<file path="src/rtl/rv_pkg.sv">
// ============================================================================
// Module      : rv_pkg
// Description : Shared RV64I decode constants for alu_opgen: opcodes, op_ir
//               field positions, FIFO entry layout and FIFO state encoding.
// Revision    : 1.0 - initial release
// ============================================================================
`default_nettype none

package rv_pkg;

  localparam int XLEN_C = 64;

  // Major opcodes handled by the decoder
  localparam logic [6:0] OPC_OP        = 7'b0110011;
  localparam logic [6:0] OPC_OP_IMM    = 7'b0010011;
  localparam logic [6:0] OPC_OP_32     = 7'b0111011;
  localparam logic [6:0] OPC_OP_IMM_32 = 7'b0011011;
  localparam logic [6:0] OPC_LUI       = 7'b0110111;
  localparam logic [6:0] OPC_AUIPC     = 7'b0010111;

  // op_ir = {funct7[5], funct3, opcode}
  localparam int OPIR_W       = 11;
  localparam int OPIR_F7B     = 10;
  localparam int OPIR_F3_MSB  = 9;
  localparam int OPIR_F3_LSB  = 7;
  localparam int OPIR_OPC_MSB = 6;
  localparam int OPIR_OPC_LSB = 0;

  // Issue FIFO occupancy states
  localparam logic [1:0] FIFO_EMPTY = 2'd0;
  localparam logic [1:0] FIFO_ONE   = 2'd1;
  localparam logic [1:0] FIFO_TWO   = 2'd2;

  // One issued ALU operation
  typedef struct packed {
    logic [XLEN_C-1:0] a;
    logic [XLEN_C-1:0] b;
    logic [OPIR_W-1:0] op_ir;
    logic [4:0]        rd;
    logic              rd_we;
    logic              ill;
  } entry_t;

  // Assemble the ALU op bundle from its fields
  function automatic logic [OPIR_W-1:0] pack_op_ir(input logic f7b,
                                                   input logic [2:0] f3,
                                                   input logic [6:0] opc);
    logic [OPIR_W-1:0] r;
    r = '0;
    r[OPIR_F7B]                   = f7b;
    r[OPIR_F3_MSB:OPIR_F3_LSB]    = f3;
    r[OPIR_OPC_MSB:OPIR_OPC_LSB]  = opc;
    return r;
  endfunction

endpackage

`default_nettype wire

</file>
<file path="src/rtl/opgen_dec.sv">
// ============================================================================
// Module      : opgen_dec
// Description : Combinational RV64I decode of one instruction into an ALU
//               issue entry (operands, op_ir, rd, rd_we, ill) plus the
//               source-register use flags for hazard detection.
//               Optional: RV_OP32_EN enables OP-32 / OP-IMM-32 decode.
// Revision    : 1.0 - initial release
// ============================================================================
`default_nettype none

module opgen_dec
  import rv_pkg::*;
(
  input  logic [31:0]       ins,
  input  logic [XLEN_C-1:0] pc,
  input  logic [XLEN_C-1:0] rs1_val,
  input  logic [XLEN_C-1:0] rs2_val,
  output entry_t            ent,
  output logic              use_rs1,
  output logic              use_rs2
);

  logic [6:0]        opc;
  logic [2:0]        f3;
  logic [XLEN_C-1:0] imm_i;
  logic [XLEN_C-1:0] imm_u;
  logic [XLEN_C-1:0] shamt6;
  logic              is_shift;
  logic              shift_ok;
  logic              legal;

  assign opc      = ins[6:0];
  assign f3       = ins[14:12];
  assign imm_i    = {{52{ins[31]}}, ins[31:20]};
  assign imm_u    = {{32{ins[31]}}, ins[31:12], 12'b0};
  assign shamt6   = {58'b0, ins[25:20]};
  assign is_shift = (f3 == 3'b001) || (f3 == 3'b101);

  // Shift encodings only allow a zero or SRA-flavoured upper funct field
  assign shift_ok = (f3 == 3'b001) ? (ins[31:26] == 6'b000000) :
                    (f3 == 3'b101) ? ((ins[31:26] == 6'b000000) ||
                                      (ins[31:26] == 6'b010000)) :
                    1'b1;

`ifdef RV_OP32_EN
  logic [XLEN_C-1:0] shamt5;
  assign shamt5 = {59'b0, ins[24:20]};
`endif

  // Decode opcode into operands and op bundle; illegal leaves zero operands
  always_comb begin
    legal     = 1'b0;
    use_rs1   = 1'b0;
    use_rs2   = 1'b0;
    ent.a     = '0;
    ent.b     = '0;
    ent.op_ir = pack_op_ir(1'b0, 3'b000, opc);
    case (opc)
      OPC_OP: begin
        legal     = 1'b1;
        use_rs1   = 1'b1;
        use_rs2   = 1'b1;
        ent.a     = rs1_val;
        ent.b     = rs2_val;
        ent.op_ir = pack_op_ir(ins[30], f3, opc);
      end
      OPC_OP_IMM: begin
        if (shift_ok) begin
          legal     = 1'b1;
          use_rs1   = 1'b1;
          ent.a     = rs1_val;
          ent.b     = is_shift ? shamt6 : imm_i;
          ent.op_ir = pack_op_ir((f3 == 3'b101) && ins[30], f3, opc);
        end
      end
      OPC_LUI: begin
        legal     = 1'b1;
        ent.b     = imm_u;
      end
      OPC_AUIPC: begin
        legal     = 1'b1;
        ent.a     = pc;
        ent.b     = imm_u;
        ent.op_ir = pack_op_ir(1'b0, 3'b000, OPC_AUIPC);
      end
`ifdef RV_OP32_EN
      OPC_OP_32: begin
        legal     = 1'b1;
        use_rs1   = 1'b1;
        use_rs2   = 1'b1;
        ent.a     = rs1_val;
        ent.b     = rs2_val;
        ent.op_ir = pack_op_ir(ins[30], f3, opc);
      end
      OPC_OP_IMM_32: begin
        // Word shifts take a 5-bit shamt; bit 25 must be clear
        if (shift_ok && !(is_shift && ins[25])) begin
          legal     = 1'b1;
          use_rs1   = 1'b1;
          ent.a     = rs1_val;
          ent.b     = is_shift ? shamt5 : imm_i;
          ent.op_ir = pack_op_ir((f3 == 3'b101) && ins[30], f3, opc);
        end
      end
`endif
      default: begin
        legal = 1'b0;
      end
    endcase
    ent.rd    = ins[11:7];
    ent.rd_we = legal && (ins[11:7] != 5'd0);
    ent.ill   = !legal;
  end

endmodule

`default_nettype wire

</file>
<file path="src/rtl/alu_opgen.sv">
// ============================================================================
// Module      : alu_opgen
// Description : RV64I decode-and-issue stage. Reads the register file with
//               write-back forwarding, stalls on RAW hazards via a busy-bit
//               scoreboard, and buffers issued ops in a 2-entry FIFO with a
//               valid/ready handshake toward the ALU.
//               Optional: RV_OP32_EN enables OP-32 / OP-IMM-32 decode.
// Revision    : 1.0 - initial release
// ============================================================================
`default_nettype none

module alu_opgen
  import rv_pkg::*;
#(
  parameter int XLEN = 64
) (
  input  logic            clk,
  input  logic            rst_n,
  input  logic            flush,
  input  logic            ins_vld,
  output logic            ins_rdy,
  input  logic [31:0]     ins,
  input  logic [XLEN-1:0] pc,
  output logic [4:0]      rs1_addr,
  output logic [4:0]      rs2_addr,
  input  logic [XLEN-1:0] rs1_data,
  input  logic [XLEN-1:0] rs2_data,
  input  logic            wb_we,
  input  logic [4:0]      wb_rd,
  input  logic [XLEN-1:0] wb_data,
  output logic            ex_vld,
  input  logic            ex_rdy,
  output logic [XLEN-1:0] a,
  output logic [XLEN-1:0] b,
  output logic [10:0]     op_ir,
  output logic [4:0]      rd,
  output logic            rd_we,
  output logic            ill
);

  logic [XLEN-1:0] rs1_fwd;
  logic [XLEN-1:0] rs2_fwd;
  entry_t          dec_ent;
  logic            use_rs1;
  logic            use_rs2;
  logic [31:0]     busy;
  logic [31:0]     busy_nxt;
  logic [31:0]     set_vec;
  logic [31:0]     clr_vec;
  logic            hazard;
  logic            full;
  logic            accept;
  logic            pop;
  logic [1:0]      state;
  logic [1:0]      state_nxt;
  logic            head;
  logic            tail;
  entry_t          mem [2];

  assign rs1_addr = ins[19:15];
  assign rs2_addr = ins[24:20];

  // A same-cycle write-back supersedes the stale register-file read
  assign rs1_fwd = (wb_we && (wb_rd != 5'd0) && (wb_rd == rs1_addr)) ? wb_data : rs1_data;
  assign rs2_fwd = (wb_we && (wb_rd != 5'd0) && (wb_rd == rs2_addr)) ? wb_data : rs2_data;

  opgen_dec u_dec (
    .ins     (ins),
    .pc      (pc),
    .rs1_val (rs1_fwd),
    .rs2_val (rs2_fwd),
    .ent     (dec_ent),
    .use_rs1 (use_rs1),
    .use_rs2 (use_rs2)
  );

  // A source that is busy stalls unless its write-back lands this cycle
  assign hazard = (use_rs1 && busy[rs1_addr] && !(wb_we && (wb_rd == rs1_addr))) ||
                  (use_rs2 && busy[rs2_addr] && !(wb_we && (wb_rd == rs2_addr)));

  assign ins_rdy = !full && !hazard && !flush;
  assign accept  = ins_vld && ins_rdy;
  assign pop     = ex_vld && ex_rdy;

  // Scoreboard update: clear on write-back, then set on issue so set wins
  always_comb begin
    set_vec = '0;
    clr_vec = '0;
    if (accept && dec_ent.rd_we) begin
      set_vec[dec_ent.rd] = 1'b1;
    end
    if (wb_we) begin
      clr_vec[wb_rd] = 1'b1;
    end
    busy_nxt    = (busy & ~clr_vec) | set_vec;
    busy_nxt[0] = 1'b0;
  end

  // Scoreboard register; flush forgets every outstanding destination
  always_ff @(posedge clk or negedge rst_n) begin
    if (!rst_n) begin
      busy <= '0;
    end else if (flush) begin
      busy <= '0;
    end else begin
      busy <= busy_nxt;
    end
  end

  // FIFO occupancy state register
  always_ff @(posedge clk or negedge rst_n) begin
    if (!rst_n) begin
      state <= FIFO_EMPTY;
    end else begin
      state <= state_nxt;
    end
  end

  // FIFO occupancy next-state; flush overrides accept and pop
  always_comb begin
    state_nxt = state;
    if (flush) begin
      state_nxt = FIFO_EMPTY;
    end else begin
      case (state)
        FIFO_EMPTY: if (accept) state_nxt = FIFO_ONE;
        FIFO_ONE: begin
          if (accept && !pop) begin
            state_nxt = FIFO_TWO;
          end else if (pop && !accept) begin
            state_nxt = FIFO_EMPTY;
          end
        end
        FIFO_TWO:   if (pop) state_nxt = FIFO_ONE;
        default:    state_nxt = FIFO_EMPTY;
      endcase
    end
  end

  // FIFO status outputs decoded from the occupancy state
  always_comb begin
    ex_vld = (state != FIFO_EMPTY);
    full   = (state == FIFO_TWO);
  end

  // Entry storage and 1-bit wrapping head/tail pointers
  always_ff @(posedge clk or negedge rst_n) begin
    if (!rst_n) begin
      head <= 1'b0;
      tail <= 1'b0;
      for (int i = 0; i < 2; i++) begin
        mem[i] <= '0;
      end
    end else if (flush) begin
      head <= 1'b0;
      tail <= 1'b0;
    end else begin
      if (accept) begin
        mem[tail] <= dec_ent;
        tail      <= ~tail;
      end
      if (pop) begin
        head <= ~head;
      end
    end
  end

  assign a     = mem[head].a;
  assign b     = mem[head].b;
  assign op_ir = mem[head].op_ir;
  assign rd    = mem[head].rd;
  assign rd_we = mem[head].rd_we;
  assign ill   = mem[head].ill;

endmodule

`default_nettype wire

</file>
<file path="config.mk">
export PLATFORM = sky130hd
export DESIGN_NAME = alu_opgen
export DESIGN_NICKNAME = d
export VERILOG_FILES = /design/src/rtl/rv_pkg.sv /design/src/rtl/opgen_dec.sv /design/src/rtl/alu_opgen.sv
export SDC_FILE = /design/constraint.sdc
export NUM_CORES = 1
export LEC_CHECK = 0
export BUFFER_PORTS_ARGS = -buffer_cell sky130_fd_sc_hd__buf_2
export CAP_MARGIN = 25
export CORE_ASPECT_RATIO = 1.75
export CORE_MARGIN = 2
export CORE_UTILIZATION = 45
export DETAILED_ROUTE_END_ITERATION = 10
export PLACE_DENSITY = 0.77
export SETUP_SLACK_MARGIN = 0.4
export SLEW_MARGIN = 20
export SYNTH_ARGS = -nofsm -noshare
export SYNTH_HDL_FRONTEND = slang
export SYNTH_SLANG_ARGS = --single-unit
</file>
<file path="constraint.sdc">
create_clock -name clk -period 4.52 [get_ports clk]
set_input_delay 0.226 -clock clk [delete_from_list [all_inputs] [get_ports clk]]
set_output_delay 0.226 -clock clk [all_outputs]
set_load 0.01 [all_outputs]
</file>
* Yosys cells after proc, flatten, opt, wreduce, memory -nomap -nowiden
Index checks and enable logic that the tools add are counted.
Cells by class: bitwise operators 8, eq/ne operators 14, mux-type cells 40, reduce and logical (&&, ||, !) cells 43, $lt $le $gt $ge 9
Operators by type and width (count):
- $mux 146 | 4
- $pmux 64 s3 | 2
- $bwmux 292 | 1
- $mux 64 | 3
- $demux 146 s1 | 1
- $mux 139 | 1
- $mux 32 | 3
- $pmux 11 s3 | 1
- $and 32x32->32 | 1
- $not 32->32 | 1
- $or 32x32->32 | 1
- $lt 5x6->1 const B | 4
- $logic_and 1x1->1 | 21
- $eq 7x5->1 const B | 2
- $eq 7x6->1 const B | 2
- $mux 1 | 12
- $bmux 1 s5 | 2
- $demux 1 s5 | 2
- $eq 5x5->1 | 2
- $ge 5x1->1 const B | 2
- $mux 2 | 5
- $reduce_bool 5->1 | 2
- $logic_not 1->1 | 8
- $eq 6x5->1 const B | 1
- 21 further kinds | 30
Word-level totals: register bits 328, input bits 299, output and inout port bits 158

* Logic depth before layout (Yosys ltp)
word-level depth 19, gate-level depth with buffers 11, mapped depth without buffers 7

* Cells and area by module
Synthesis repeated with hierarchy kept, for this count alone.
Second synthesis, totals: cells, all modules 1552, area, all modules 19070.8 um^2
Modules (own cells, without submodules):
- alu_opgen | sequential area each 8182.8 um^2, times used 1, cells each 1263, area an instance 17011.3 um^2
- opgen_dec | sequential area each 0.0 um^2, times used 1, cells each 289, area an instance 2059.5 um^2

* Worst setup path before layout
No wires, ideal clock.
kind input port to flip-flop, from in ins[27], to reg mem[13] (netlist name), stages on the path 8, path slack 1.920 ns, data arrival time 2.475 ns, path buffers 2, setup time 0.125 ns, cell sequence or4_1 o31ai_2 o21ai_1 or4_4 o2111ai_4 buf_6 buf_4 mux2_2
Between the ends: cells in the longest elaborated chain, start to end 14
RTL lines:
- start: declaration | RTL line alu_opgen.sv:22 | input logic [31:0] ins,
- $eq 6x5->1 / $logic_not 6->1 (equally long branches) | RTL line opgen_dec.sv:42, opgen_dec.sv:40, opgen_dec.sv:41
- $logic_or 1x1->1 | RTL line opgen_dec.sv:41 | (f3 == 3'b101) ? ((ins[31:26] == 6'b000000) ||
- $mux 1 | RTL line opgen_dec.sv:41
- $mux 1 * | RTL line opgen_dec.sv:40 | assign shift_ok = (f3 == 3'b001) ? (ins[31:26] == 6'b000000) :
- $mux 1 * | RTL line opgen_dec.sv:68 | if (shift_ok) begin
- $pmux 1 s2 * | RTL line opgen_dec.sv:58 | case (opc)
- $logic_and 1x1->1 * (2 in a row) | RTL line alu_opgen.sv:78 | assign hazard = (use_rs1 && busy[rs1_addr] && !(wb_we && (wb_rd == rs1_addr))) ||
- $logic_or 1x1->1 * | RTL line alu_opgen.sv:78
- $logic_not 1->1 * | RTL line alu_opgen.sv:81 | assign ins_rdy = !full && !hazard && !flush;
- $logic_and 1x1->1 * (2 in a row) | RTL line alu_opgen.sv:81
- $logic_and 1x1->1 * | RTL line alu_opgen.sv:82 | assign accept = ins_vld && ins_rdy;
- $reduce_and 2->1 (no line) *
- end signal: indexed assignment | RTL line alu_opgen.sv:159 | mem[tail] <= dec_ent;
- end: declaration | RTL line alu_opgen.sv:58 | entry_t mem [2];
Mark *: on every way between the ends. The rest lies on a longest branch, timed or not. A chain may end at the register's enable or synchronous reset.

* Final worst setup path
from in ins[6], to reg mem[118] (netlist name)
Between the ends: cells in the longest elaborated chain, start to end 10
RTL lines (RTL line):
- $eq 7x5->1 / $eq 7x6->1 (equally long branches) | opgen_dec.sv:58
- $pmux 1 s2 / $mux 1 (equally long branches) | opgen_dec.sv:58
- $logic_and 1x1->1, on equally long branches (2 in a row) | alu_opgen.sv:78, alu_opgen.sv:79
- $logic_or 1x1->1 | alu_opgen.sv:78
- $logic_not 1->1 | alu_opgen.sv:81
- $logic_and 1x1->1 (2 in a row) | alu_opgen.sv:81
- $logic_and 1x1->1 | alu_opgen.sv:82
- $reduce_and 2->1 (no line)
Several ways; a longest one is shown, not always the timed one.

==> qor.yml <==
cp_max_fo: 69
gp_congestion: 0.945
post_drt_wl_per_cell_microns: 22.1
port-buffer-count: 456
drive_gt1_frac: 0.408
power_leakage_nw: 10.2
fp.dieW_microns: 153
timing.max_cap.violations: 0
finalHoldViolCount: 0
number_of_antenna_violations_at_the_first_check_in_global_routing: 3
synth.largest_area_cell: "sky130_fd_sc_hd__dfrtp_1"
synth_sequential_area_ratio: 0.467
yosys.cell_count.top_type: "sky130_fd_sc_hd__dfrtp_1"
worstSetupPathType: "primary input to register"
hold_path.class: "primary input to register"
fmax_mhz: 255
htreeDepth: 1
worst_setup_path_start_kind: "primary input"
dr.first_iter.drc_count: 915
grt_pass1_wl_microns: 87800
peakVddDrop_v: 0.000283
synth.avg_cell_area_sq_um: 10.6
core_sq_um: 38400
min_from: "pc[27]"
grt.total_usage: 0.275
sequential_area_sq_um: 8190
area_growth_pct: 23.2
insertion_delay_ns: 0.58
place_ws_ns: 0.536
skew_ns: 0.0118
final_antenna_net_count: 0
via_per_inst: 5.76
io_pins: 457
setup_ws_ns: 0.604
post_synth_cell_types: 58
timing_worst_slew_pin_value_ns: 0.938
power-per-cell-area_nw_per_um2: 309
drt-total-wl_microns: 57400
layout_worst_path_cycle_share: 0.866
multi_input_comb_area_sq_um: 8590
cts_num_sinks: 327
post_synth_most_frequent_cells: "327 x sky130_fd_sc_hd__dfrtp_1, 302 x sky130_fd_sc_hd__mux2_2, 250 x sky130_fd_sc_hd__nand2_1"
yosysWarningCount: 0
outcome: "finished clean"
crit_end_element: "register"
clkSlewWorstSetupHoldPaths_ns: 0.06
fin_crit_ns: 3.92
hold_slack_ns: 0.0194
floorplan.rows: 95
final_max_slew_viol_count: 0
setup_violating_endpoint_count_in_the_final_report: 0
ys_top_cells_by_area: "sky130_fd_sc_hd__dfrtp_1 47%, sky130_fd_sc_hd__mux2_2 19%, sky130_fd_sc_hd__nand2_1 5.3%"
synthesis.nets: 1954
worstReg2RegStart: "busy[7]"
synth-seq-cells: 327
synth_area_sq_um: 17500
globalRouteOverflowTotal: 0
ys_async_rst_share: 1.00
initial_standard_cell_utilization_of_the_core: 0.457
crit_path_start: "ins[6]"
fill_count: 3244
design.final.nets: 2386
dr.pass1.iters: 5
synth_enable_flop_cells: 0
dominantRegCellSynth: "sky130_fd_sc_hd__dfrtp_1"
postSynthCellCount: 1655
fraction_of_post_synthesis_cell_area_in_the_top_cell_type_by_area: 0.467
grt_max_degree: 139
ctsLongestPathBuffers: 3
via_count_of_the_first_global_routing_pass: 15500
timing.setup.tns_ns: 0
die_area_sq_um: 40600
r2r_slack_ns: 1.35
cts_root_buffer: "sky130_fd_sc_hd__clkbuf_16"
rsz0062_at_grt: "no"
critPathRequiredTime_ns: 5.02
routed-via-count: 14900
timing.critical_path.arrival_ns: 4.41
cts_buffers: 31
design_power_mw: 6.68
dieHeight_microns: 265
dp_hpwl_microns: 41400
residual_drc: 0
timing.max_slew.rel_slack: 0.373
tritoncts_clock_tree: "done"
==> final timing paths <==
path / depth (start not counted) / end
min in group asynchronous: 2 / mem[159]
worst max register to register: 9 / mem[118]
worst min-delay path: 3 / mem[109]
worst max-delay path: 11 / mem[118]
worst min register to register: 2 / mem[283]
max in group asynchronous: 4 / mem[49]
==> what timing repair did <==
item / CTS / global route
hold buffers: 60 / 0
endpoints found under the hold margin: 221 / 0
gates resized for setup: 0 / 0
buffers inserted: 0 / 0
==> layer usage <==
layer | vias to the layer above | part of all wire | wire length (microns) | global-route usage
met5 | - | 0 | 0 | 0
met4 | 0 | 0.068 | 3920 | 0.164
met3 | 209 | 0.061 | 3510 | 0.0332
met2 | 692 | 0.51 | 29300 | 0.484
met1 | 7274 | 0.36 | 20600 | 0.318
li1 | 6762 | - | - | -
==> flip-flops by register name (all words and copies together), names as in the netlist <==
| signal | count |
|---|---|
| mem | 292 |
| busy | 31 |
| state | 2 |
| head | 1 |
| tail | 1 |
==> cell usage in the layout (no fill, tap or decap), drive strengths merged, types with 4 or more instances in the layout <==
master / netlist / layout
a21oi: 54 / 54
a22oi: 64 / 64
and2: 6 / 6
and3: 4 / 4
buf: 78 / 479
clkbuf: 62 / 45
dfrtp: 327 / 327
dlygate4sd3: 0 / 60
inv: 8 / 9
mux2: 335 / 335
mux2i: 37 / 37
mux4: 8 / 8
nand2: 250 / 250
nand3: 5 / 5
nand3b: 17 / 17
nor2: 9 / 9
nor2b: 31 / 31
nor3: 5 / 5
nor3b: 8 / 8
nor4: 4 / 4
o21ai: 292 / 292
xor2: 9 / 9
==> cells by family (layout without fill, tap and decap cells) <==
| family | count (synthesis) | after routing | share of synthesized area |
|---|---|---|---|
| xor gates and xnor gates | 11 | 11 | 0.00549 |
| DFF | 327 | 327 | 0.467 |
| muxes | 380 | 380 | 0.248 |
| other | 0 | 3 | 0 |
| and+or+nand+nor | 357 | 357 | 0.0944 |
| AOI/OAI and AO/OA | 432 | 432 | 0.141 |
| buffers and inverters | 148 | 600 | 0.0449 |
==> stage by stage <==
step / cell area, sq um / utilization / std cells
finish: 21600 / 0.563 / 2595
floorplan: 17500 / - / 1655
detailed placement: 20000 / 0.520 / 2478
global route: 21600 / 0.563 / 2595
global placement: 20000 / 0.520 / 2478
CTS: 21600 / 0.562 / 2591
==> cell type report <==
class	count	share of cell area
multi-input combinational	1180	0.398
sequential	327	0.379
timing repair buffer	539	0.147
clock buffer	45	0.0425
tap	485	0.0281
clock inverter	8	0.00469
inverter	8	0.00139
antenna	3	0.000347
==> critical path: stages <==
cell and delay (ns):
sky130_fd_sc_hd__dlygate4sd3_1 0.53, sky130_fd_sc_hd__buf_2 0.14, sky130_fd_sc_hd__nand4b_1 0.31, sky130_fd_sc_hd__nor3_1 0.55, sky130_fd_sc_hd__o21ai_1 0.32, sky130_fd_sc_hd__or4_4 0.69
sky130_fd_sc_hd__o2111ai_4 0.14, sky130_fd_sc_hd__buf_4 0.68, sky130_fd_sc_hd__buf_4 0.50, sky130_fd_sc_hd__nand2_1 0.12, sky130_fd_sc_hd__o21ai_1 0.10
==> report_power, final <==
group | internal (mW) | leakage, nW | switching, mW
clock | 1.51 | 0.494 | 1.13
sequential | 3.04 | 4.50 | 0.0790
combinational | 0.422 | 5.19 | 0.499
No activity file was read; power rests on OpenSTA's default activity.
